## src/rtl/addsub_pipe_if.sv

```systemverilog
// ----------------------------------------------------------------------------
// addsub_pipe_if
// Streaming handshake bundle for the pipelined adder/subtractor.
//   Operand side : in_valid, in_ready, a, b, sub, cin
//   Result side  : out_valid, out_ready, sum, cout, ovf
// Modports:
//   master - upstream/downstream environment (drives operands, out_ready)
//   slave  - the arithmetic block (drives in_ready and the result fields)
// ----------------------------------------------------------------------------
interface addsub_pipe_if #(
  parameter int unsigned WIDTH = 8
) ();

  logic             in_valid;
  logic             in_ready;
  logic [WIDTH-1:0] a;
  logic [WIDTH-1:0] b;
  logic             sub;
  logic             cin;

  logic             out_valid;
  logic             out_ready;
  logic [WIDTH-1:0] sum;
  logic             cout;
  logic             ovf;

  modport master (
    output in_valid, a, b, sub, cin, out_ready,
    input  in_ready, out_valid, sum, cout, ovf
  );

  modport slave (
    input  in_valid, a, b, sub, cin, out_ready,
    output in_ready, out_valid, sum, cout, ovf
  );

endinterface

```

## src/rtl/addsub_pipe.sv

```systemverilog
// ----------------------------------------------------------------------------
// addsub_pipe
// Pipelined ripple adder/subtractor. A WIDTH-bit operation is split into
// STAGES chunks of CHUNK = WIDTH/STAGES bits; each stage adds one chunk and
// registers the carry for the next. Results emerge STAGES cycles after
// acceptance, one beat per cycle, with full backpressure.
//
//   add      : {cout,sum} = a + b + cin
//   subtract : {cout,sum} = a + ~b + ~cin   (cout=1 means no borrow)
//   ovf      : two's-complement signed overflow
//
// Ports:
//   clk    - rising-edge clock
//   rst_n  - asynchronous active-low reset
//   bus    - addsub_pipe_if.slave (operand and result handshakes)
//
// Build option:
//   ADDSUB_SAT_EN - when defined, an overflowing result is clamped to the
//                   signed limit in the final stage (cout/ovf unchanged).
// ----------------------------------------------------------------------------
module addsub_pipe #(
  parameter int unsigned WIDTH  = 8,
  parameter int unsigned STAGES = 2
) (
  input  logic         clk,
  input  logic         rst_n,
  addsub_pipe_if.slave bus
);

  localparam int unsigned CHUNK = WIDTH / STAGES;
  localparam int unsigned CW    = CHUNK + 1;

  // Reject configurations that cannot be split into equal chunks.
  if (WIDTH < 2 || STAGES < 1 || (WIDTH % STAGES) != 0) begin : g_cfg_err
    $error("addsub_pipe: need WIDTH>=2, STAGES>=1, WIDTH %% STAGES == 0");
  end

  // Per-stage pipeline registers: valid, carry, travelling operands and the
  // partially assembled sum. Index k holds the beat after stage k.
  logic [STAGES-1:0]            vld_d, vld_q;
  logic [STAGES-1:0]            cy_d,  cy_q;
  logic [STAGES-1:0][WIDTH-1:0] a_d,   a_q;
  logic [STAGES-1:0][WIDTH-1:0] b_d,   b_q;
  logic [STAGES-1:0][WIDTH-1:0] s_d,   s_q;
  logic                         ovf_d, ovf_q;

  // Whole pipeline moves together unless the result is held by downstream.
  logic advance;
  assign advance = !(vld_q[STAGES-1] && !bus.out_ready);

  for (genvar k = 0; k < STAGES; k++) begin : g_stage
    logic             vi;
    logic [WIDTH-1:0] ai;
    logic [WIDTH-1:0] bi;
    logic [WIDTH-1:0] si;
    logic             ci;
    logic [CW-1:0]    part;
    logic [WIDTH-1:0] so;

    // Stage input: the operand port for stage 0, the previous register otherwise.
    if (k == 0) begin : g_first
      assign vi = bus.in_valid;
      assign ai = bus.a;
      assign bi = bus.sub ? ~bus.b : bus.b;
      assign si = '0;
      assign ci = bus.sub ? ~bus.cin : bus.cin;
    end else begin : g_next
      assign vi = vld_q[k-1];
      assign ai = a_q[k-1];
      assign bi = b_q[k-1];
      assign si = s_q[k-1];
      assign ci = cy_q[k-1];
    end

    // One chunk of ripple addition.
    assign part = CW'(ai[k*CHUNK +: CHUNK]) + CW'(bi[k*CHUNK +: CHUNK]) + CW'(ci);

    // Merge the new chunk into the sum travelling with the beat.
    always_comb begin
      so                     = si;
      so[k*CHUNK +: CHUNK]   = part[CHUNK-1:0];
    end

    assign vld_d[k] = vi;
    assign cy_d[k]  = part[CW-1];
    assign a_d[k]   = ai;
    assign b_d[k]   = bi;

    if (k == STAGES - 1) begin : g_last
      logic             ov;
      logic [WIDTH-1:0] sf;

      // Same-sign operands producing a result of the other sign.
      assign ov = (ai[WIDTH-1] == bi[WIDTH-1]) && (so[WIDTH-1] != ai[WIDTH-1]);

`ifdef ADDSUB_SAT_EN
      // Clamp toward the sign of a: 0111..1 or 1000..0.
      assign sf = ov ? {ai[WIDTH-1], {(WIDTH-1){~ai[WIDTH-1]}}} : so;
`else
      assign sf = so;
`endif

      assign ovf_d  = ov;
      assign s_d[k] = sf;
    end else begin : g_mid
      assign s_d[k] = so;
    end
  end

  // Pipeline state; async reset drops every in-flight beat immediately.
  always_ff @(posedge clk or negedge rst_n) begin
    if (!rst_n) begin
      vld_q <= '0;
      cy_q  <= '0;
      a_q   <= '0;
      b_q   <= '0;
      s_q   <= '0;
      ovf_q <= 1'b0;
    end else if (advance) begin
      vld_q <= vld_d;
      cy_q  <= cy_d;
      a_q   <= a_d;
      b_q   <= b_d;
      s_q   <= s_d;
      ovf_q <= ovf_d;
    end
  end

  // Lower operand chunks are dead once consumed; keep them tied off as a group.
  logic unused_operand_bits;
  assign unused_operand_bits = ^{a_q, b_q};

  assign bus.in_ready  = advance;
  assign bus.out_valid = vld_q[STAGES-1];
  assign bus.sum       = s_q[STAGES-1];
  assign bus.cout      = cy_q[STAGES-1];
  assign bus.ovf       = ovf_q;

endmodule

```

## src/flat_wrapper.sv

```systemverilog
// flat-port wrapper written by rule: the top's interface ports become plain ports
module addsub_pipe_flat 
#(
  parameter int unsigned WIDTH  = 8,
  parameter int unsigned STAGES = 2
)
  (clk, rst_n, bus_in_valid, bus_a, bus_b, bus_sub, bus_cin, bus_out_ready, bus_in_ready, bus_out_valid, bus_sum, bus_cout, bus_ovf);
  addsub_pipe_if #(.WIDTH(WIDTH)) bus_i ();
  input  logic clk;
  input  logic rst_n;
  input wire logic [$bits(bus_i.in_valid)-1:0] bus_in_valid;
  input wire logic [$bits(bus_i.a)-1:0] bus_a;
  input wire logic [$bits(bus_i.b)-1:0] bus_b;
  input wire logic [$bits(bus_i.sub)-1:0] bus_sub;
  input wire logic [$bits(bus_i.cin)-1:0] bus_cin;
  input wire logic [$bits(bus_i.out_ready)-1:0] bus_out_ready;
  output wire logic [$bits(bus_i.in_ready)-1:0] bus_in_ready;
  output wire logic [$bits(bus_i.out_valid)-1:0] bus_out_valid;
  output wire logic [$bits(bus_i.sum)-1:0] bus_sum;
  output wire logic [$bits(bus_i.cout)-1:0] bus_cout;
  output wire logic [$bits(bus_i.ovf)-1:0] bus_ovf;
  assign bus_i.in_valid = bus_in_valid;
  assign bus_i.a = bus_a;
  assign bus_i.b = bus_b;
  assign bus_i.sub = bus_sub;
  assign bus_i.cin = bus_cin;
  assign bus_i.out_ready = bus_out_ready;
  assign bus_in_ready = bus_i.in_ready;
  assign bus_out_valid = bus_i.out_valid;
  assign bus_sum = bus_i.sum;
  assign bus_cout = bus_i.cout;
  assign bus_ovf = bus_i.ovf;
  addsub_pipe #(.WIDTH(WIDTH), .STAGES(STAGES)) u_core (.clk(clk), .rst_n(rst_n), .bus(bus_i));
endmodule
```

## config.mk

```make
export PLATFORM = sky130hd
export DESIGN_NAME = addsub_pipe_flat
export DESIGN_NICKNAME = d
export VERILOG_FILES = /design/src/rtl/addsub_pipe_if.sv /design/src/rtl/addsub_pipe.sv /design/src/flat_wrapper.sv
export SDC_FILE = /design/constraint.sdc
export NUM_CORES = 1
export LEC_CHECK = 0
export ABC_AREA = 1
export BUFFER_PORTS_ARGS = -buffer_cell sky130_fd_sc_hd__buf_2
export CAP_MARGIN = 15
export CORE_ASPECT_RATIO = 0.6
export CORE_MARGIN = 2
export CORE_UTILIZATION = 25
export DETAILED_ROUTE_END_ITERATION = 12
export PLACE_DENSITY = 0.56
export SETUP_SLACK_MARGIN = 0.15
export SYNTH_ARGS = -nofsm -noshare
export SYNTH_HDL_FRONTEND = slang
export SYNTH_SLANG_ARGS = --single-unit
```

## constraint.sdc

```tcl
create_clock -name clk -period 1.98 [get_ports clk]
set_clock_uncertainty 0.15 [all_clocks]
set_input_delay 0.198 -clock clk [delete_from_list [all_inputs] [get_ports clk]]
set_output_delay 0.198 -clock clk [all_outputs]
set_load 0.03 [all_outputs]
```

==> After elaboration in Yosys (flattened, before gate mapping) <==
Cells that the tools add are included.
{ "totals": {"inputBits": 22, "ff_bits": 33, "out_inout_bits": 12, "elab_cells": 21} }
{ "classes": {"n_bitwise": 2, "n_eq_ne": 2, "n_mux": 2, "n_reduce_logical": 4, "add_sub_neg": 4} }
{ "ops": {"columns": ["cell", "count"], "rows": [
  ["adder 4 x 4 -> 5 bit", 2],
  ["adder 5 x 1 -> 5 bit", 2],
  ["2-to-1 mux 8 bit", 1],
  ["NOT 8 bit", 1],
  ["logical AND 1 bit", 2],
  ["zero test 1 bit", 2],
  ["== test 1 bit", 1],
  ["2-to-1 mux 1 bit", 1],
  ["inequality test 1 bit", 1],
  ["NOT 1 bit", 1]
]} }

==> Logic depth before layout (Yosys ltp) <==
{ "depth": {"ltp_word": 4, "ltp_mapped": 8, "ltp_nobuf": 7} }

==> Least setup slack after synthesis <==
OpenSTA, ideal clock, no wires.
{ "synth_path": {"kind": "input-to-reg", "startpoint": "input bus_sub", "endpoint": "register u_core.cy_q[0]", "t_arrival_ns": 1.560, "cell_stages": 8, "setup_time_ns": 0.122, "n_path_buf": 1, "setup_slack_ns": 0.149, "t_required_ns": 1.708, "path_cell_list": "buf_4 xor2_1 fa_1 fa_1 nand2_1 nand2_1 nand2_1 a21oi_1"} }
{ "synth_between": {"elab_chain_cells": 3, "word_cells_on_any_way": 4, "classes_between": "2 x add/sub; 2 x mux"} }
{ "synth_lines": {"columns": ["element", "line", "text"], "rows": [
  ["start: declaration", "flat_wrapper.sv:14", "input wire logic [$bits(bus_i.sub)-1:0] bus_sub;"],
  ["2-to-1 mux 8 bit", "addsub_pipe.sv:64", "assign bi = bus.sub ? ~bus.b : bus.b;"],
  ["adder 4 x 4 -> 5 bit", "addsub_pipe.sv:76", "assign part = CW'(ai[k*CHUNK +: CHUNK]) + CW'(bi[k*CHUNK +: CHUNK]) + CW'(ci);"],
  ["adder 5 x 1 -> 5 bit *", "addsub_pipe.sv:76", null],
  ["end signal: assignment", "addsub_pipe.sv:121", "cy_q <= cy_d;"],
  ["end: declaration", "addsub_pipe.sv:41", "logic [STAGES-1:0] cy_d, cy_q;"]
]} }
Mark *: on every way between the ends. The rest lies on a longest branch, timed or not.
A chain may end at the register's enable or synchronous reset.

==> Final worst setup path <==
{ "layout_path": {"startpoint": "register u_core.cy_q[0]", "endpoint": "register u_core.cy_q[1]"} }
{ "layout_between": {"elab_chain_cells": 1} }
{ "layout_lines": {"columns": ["element", "line"], "rows": [
  ["adder 5 x 1 -> 5 bit", "addsub_pipe.sv:76"]
]} }
Every way passes these cells.

==> impl_metrics.json <==
{
  "hp-class": "input port to flip-flop",
  "drive_above_1_share": 0.267,
  "worst_slew_pin_slew_ns": 0.565,
  "slowest_delay_ns": 0.39,
  "dp_hpwl_um": 2060,
  "rows": 20,
  "clock-sinks": 25,
  "viasPerCell": 3.98,
  "yosys.area_share.simple": 0.202,
  "drt_first_iter_violations": 43,
  "clk_latency_ns": 0.27,
  "start_kind": "flip-flop",
  "core_sq_um": 5130,
  "r2r_setup_slack_ns": 0.25,
  "cpMaxStageDelayCell": "dfrtp_1",
  "status": "finished clean",
  "syn_inst": 149,
  "ant_nets": 0,
  "avgSynthCellArea_sq_um": 9.07,
  "h-tree-depth": 1,
  "fin_crit_sh": 0.875,
  "syn_area_sq_um": 1350,
  "synth_cell_types": 19,
  "critPathLaunch": "u_core.cy_q[0]",
  "clock_path_buffers": 2,
  "drc": 0,
  "grt_pass1_vias": 989,
  "path_class": "flip-flop to flip-flop",
  "fin_crit_ns": 1.73,
  "vias": 1022,
  "die_y_um": 61.0,
  "report.final.slew_viol_count": 0,
  "detail_route.wl_per_cell_um": 10.5,
  "power_frac_clock": 0.180,
  "syn_nets": 181,
  "clk_pin_slew_ns": 0.09,
  "cp.depth": 7,
  "initial_core_util": 0.263,
  "rsz0062_at_grt": "no",
  "leakage_nw": 0.873,
  "layout_commonest_cell": "nand2_1",
  "rr_worst_depth": 7,
  "power_frac_comb": 0.399,
  "critPathCapture": "u_core.cy_q[1]",
  "diodes": 0,
  "cp_top_family": "adder cells",
  "p_per_area_nw_per_um2": 1010,
  "cts_made_buffers": 3,
  "switchingPower_uw": 673,
  "path_cells": "fa_2, inv_1, fa_2, or2_2, nand2_1, nand2_1, nand3_1",
  "crit_required_ns": 2.04,
  "antenna_found_initial": 0,
  "grt_pass1_wl_um": 4660,
  "fin_nets": 224,
  "synth_compound_area_frac": 0.0713,
  "r2r_end": "u_core.cy_q[1]",
  "die_w_um": 98.9,
  "max-slew-margin-rel": 0.623,
  "syn_to_final_growth_pct": 24.6,
  "holdWs_ns": 0.0555,
  "cp_max_fo": 2,
  "n_fill_cell": 564,
  "ys_ff_latch": 25,
  "synth_adder_area_share": 0.115,
  "yosysSeqAreaShare": 0.463,
  "wirelength_um": 2700,
  "hold_violations": 0,
  "track_usage": 0.0999,
  "maxCapViolCount": 0,
  "synth.area.mux_share": 0,
  "cts-root-buf": "clkbuf_8",
  "die-area_sq_um": 6030,
  "synth_xor_area_frac": 0.0583,
  "setup_tns_ns": 0,
  "clock.fmax_mhz": 577,
  "ys_warn_count": 0,
  "dr.pass1.iters": 4,
  "r2r-start": "u_core.cy_q[0]",
  "layout_common_cells": "nand2_1, buf_2, dfrtp_1",
  "cell_internal_pwr_mw": 1.02,
  "worst_ep_arrival_time_ns": 1.79,
  "grt_max_degree": 29,
  "synth_top_family_by_area": "simple AND/OR/NAND/NOR gates",
  "io_buffers": 33,
  "power_frac_seq": 0.421,
  "ios": 34,
  "gp_congestion": 0.721,
  "vdd_drop_max_v": 0.000464,
  "crit_buf_inv": 1,
  "p_sw_frac": 0.397,
  "cp-end-kind": "flip-flop",
  "cts_tree": "yes",
  "total_power_mw": 1.70,
  "overflow": 0,
  "setup_viol": 0
}
## worst min-delay path: cells and delay by family
| family | cells | cell delay, ns |
|---|---|---|
| AOI/OAI and AO/OA | 1 | 0.06 |
| xor gates and xnor gates | 1 | 0.10 |
| buffers and inverters | 1 | 0.08 |
## registers in the layout (all words and copies together), names as in the netlist
signal,flops
u_core.bus.sum,8
u_core.g_stage.ai,4
u_core.g_stage.bi,4
u_core.g_stage.si,4
u_core.cy_q,2
u_core.vld_q,2
u_core.bus.ovf,1
## synthesized netlist by cell type
| master | instances | area share |
|---|---|---|
| a21oi_1 | 2 | 0.0074 |
| buf_4 | 1 | 0.0056 |
| buf_6 | 4 | 0.033 |
| clkbuf_8 | 1 | 0.010 |
| dfrtp_1 | 25 | 0.46 |
| fa_1 | 4 | 0.059 |
| ha_1 | 6 | 0.056 |
| inv_1 | 15 | 0.042 |
| nand2_1 | 50 | 0.14 |
| nand3_1 | 10 | 0.037 |
| nor2_1 | 6 | 0.017 |
| nor2_2 | 1 | 0.0046 |
| o21ai_0 | 7 | 0.026 |
| o21ai_1 | 2 | 0.0074 |
| o21ai_2 | 4 | 0.026 |
| o22ai_1 | 1 | 0.0046 |
| or2_2 | 1 | 0.0046 |
| xnor2_1 | 4 | 0.026 |
| xor2_1 | 5 | 0.032 |
## metal layers
| metal | part of all wire | GRT usage |
|---|---|---|
| met1 | 0.54 | 0.149 |
| met2 | 0.38 | 0.140 |
| met3 | 0.075 | 0.0323 |
| met4 | 0.0063 | 0.0235 |
| met5 | 0 | 0 |
## through the flow
step	cells	worst slack (ns)	util	cell area, sq um
floorplan	149	0.203	-	1350
global placement	246	0.179	0.305	1570
detailed placement	246	0.140	0.305	1570
CTS	255	0.213	0.324	1660
global route	257	0.171	0.328	1680
finish	257	0.247	0.328	1680
## logic make-up (layout without fill, tap and decap cells)
family,after synthesis,count (layout)
and+or+nand+nor,68,68
adders and majority gates,10,10
AOI/OAI and AO/OA,16,16
DFF,25,25
xor gates and xnor gates,9,9
buffers and inverters,21,63
## power groups by stage
| stage | registers [mW] | logic (mW) | clock network (mW) |
|---|---|---|---|
| floorplan | 0.880 | 0.319 | 0 |
| global placement | 0.724 | 0.662 | 0 |
| detailed placement | 0.722 | 0.666 | 0 |
| CTS | 0.713 | 0.677 | 0.322 |
| global route | 0.730 | 0.770 | 0.342 |
| finish | 0.713 | 0.677 | 0.305 |
## worst min path at each step
stage | to | from | slack (ns) | cells after the start
after CTS | u_core.g_stage[1].ai[5] | bus_a[5] | 0.007 | 3
after floorplan | u_core.bus.ovf | rst_n | -0.25 | 0
after global routing | u_core.g_stage[1].bi[4] | bus_b[4] | 0.07 | 3
after detailed placement | u_core.bus.sum[4] | rst_n | 0.08 | 1
final | u_core.g_stage[1].bi[4] | bus_b[4] | 0.06 | 3
after global placement | u_core.bus.sum[3] | rst_n | 0.08 | 1
## area by class of cell
cell class,instances,area (sq um),area share
timing repair buffer,44,263,0.156
tap,66,82.6,0.0490
inverter,15,56.3,0.0334
clock inverter,1,5.00,0.00297
multi-input combinational,103,611,0.363
sequential,25,626,0.371
clock buffer,3,41.3,0.0245
## timing repair
item | 4_1_cts | 5_1_grt
resized for setup | 0 | 2
hold buffers | 5 | 1
endpoints found under the setup margin | 0 | 1
buffers inserted | 0 | 1
endpoints found under the hold margin | 29 | 1
No activity file was read; power rests on OpenSTA's default activity.
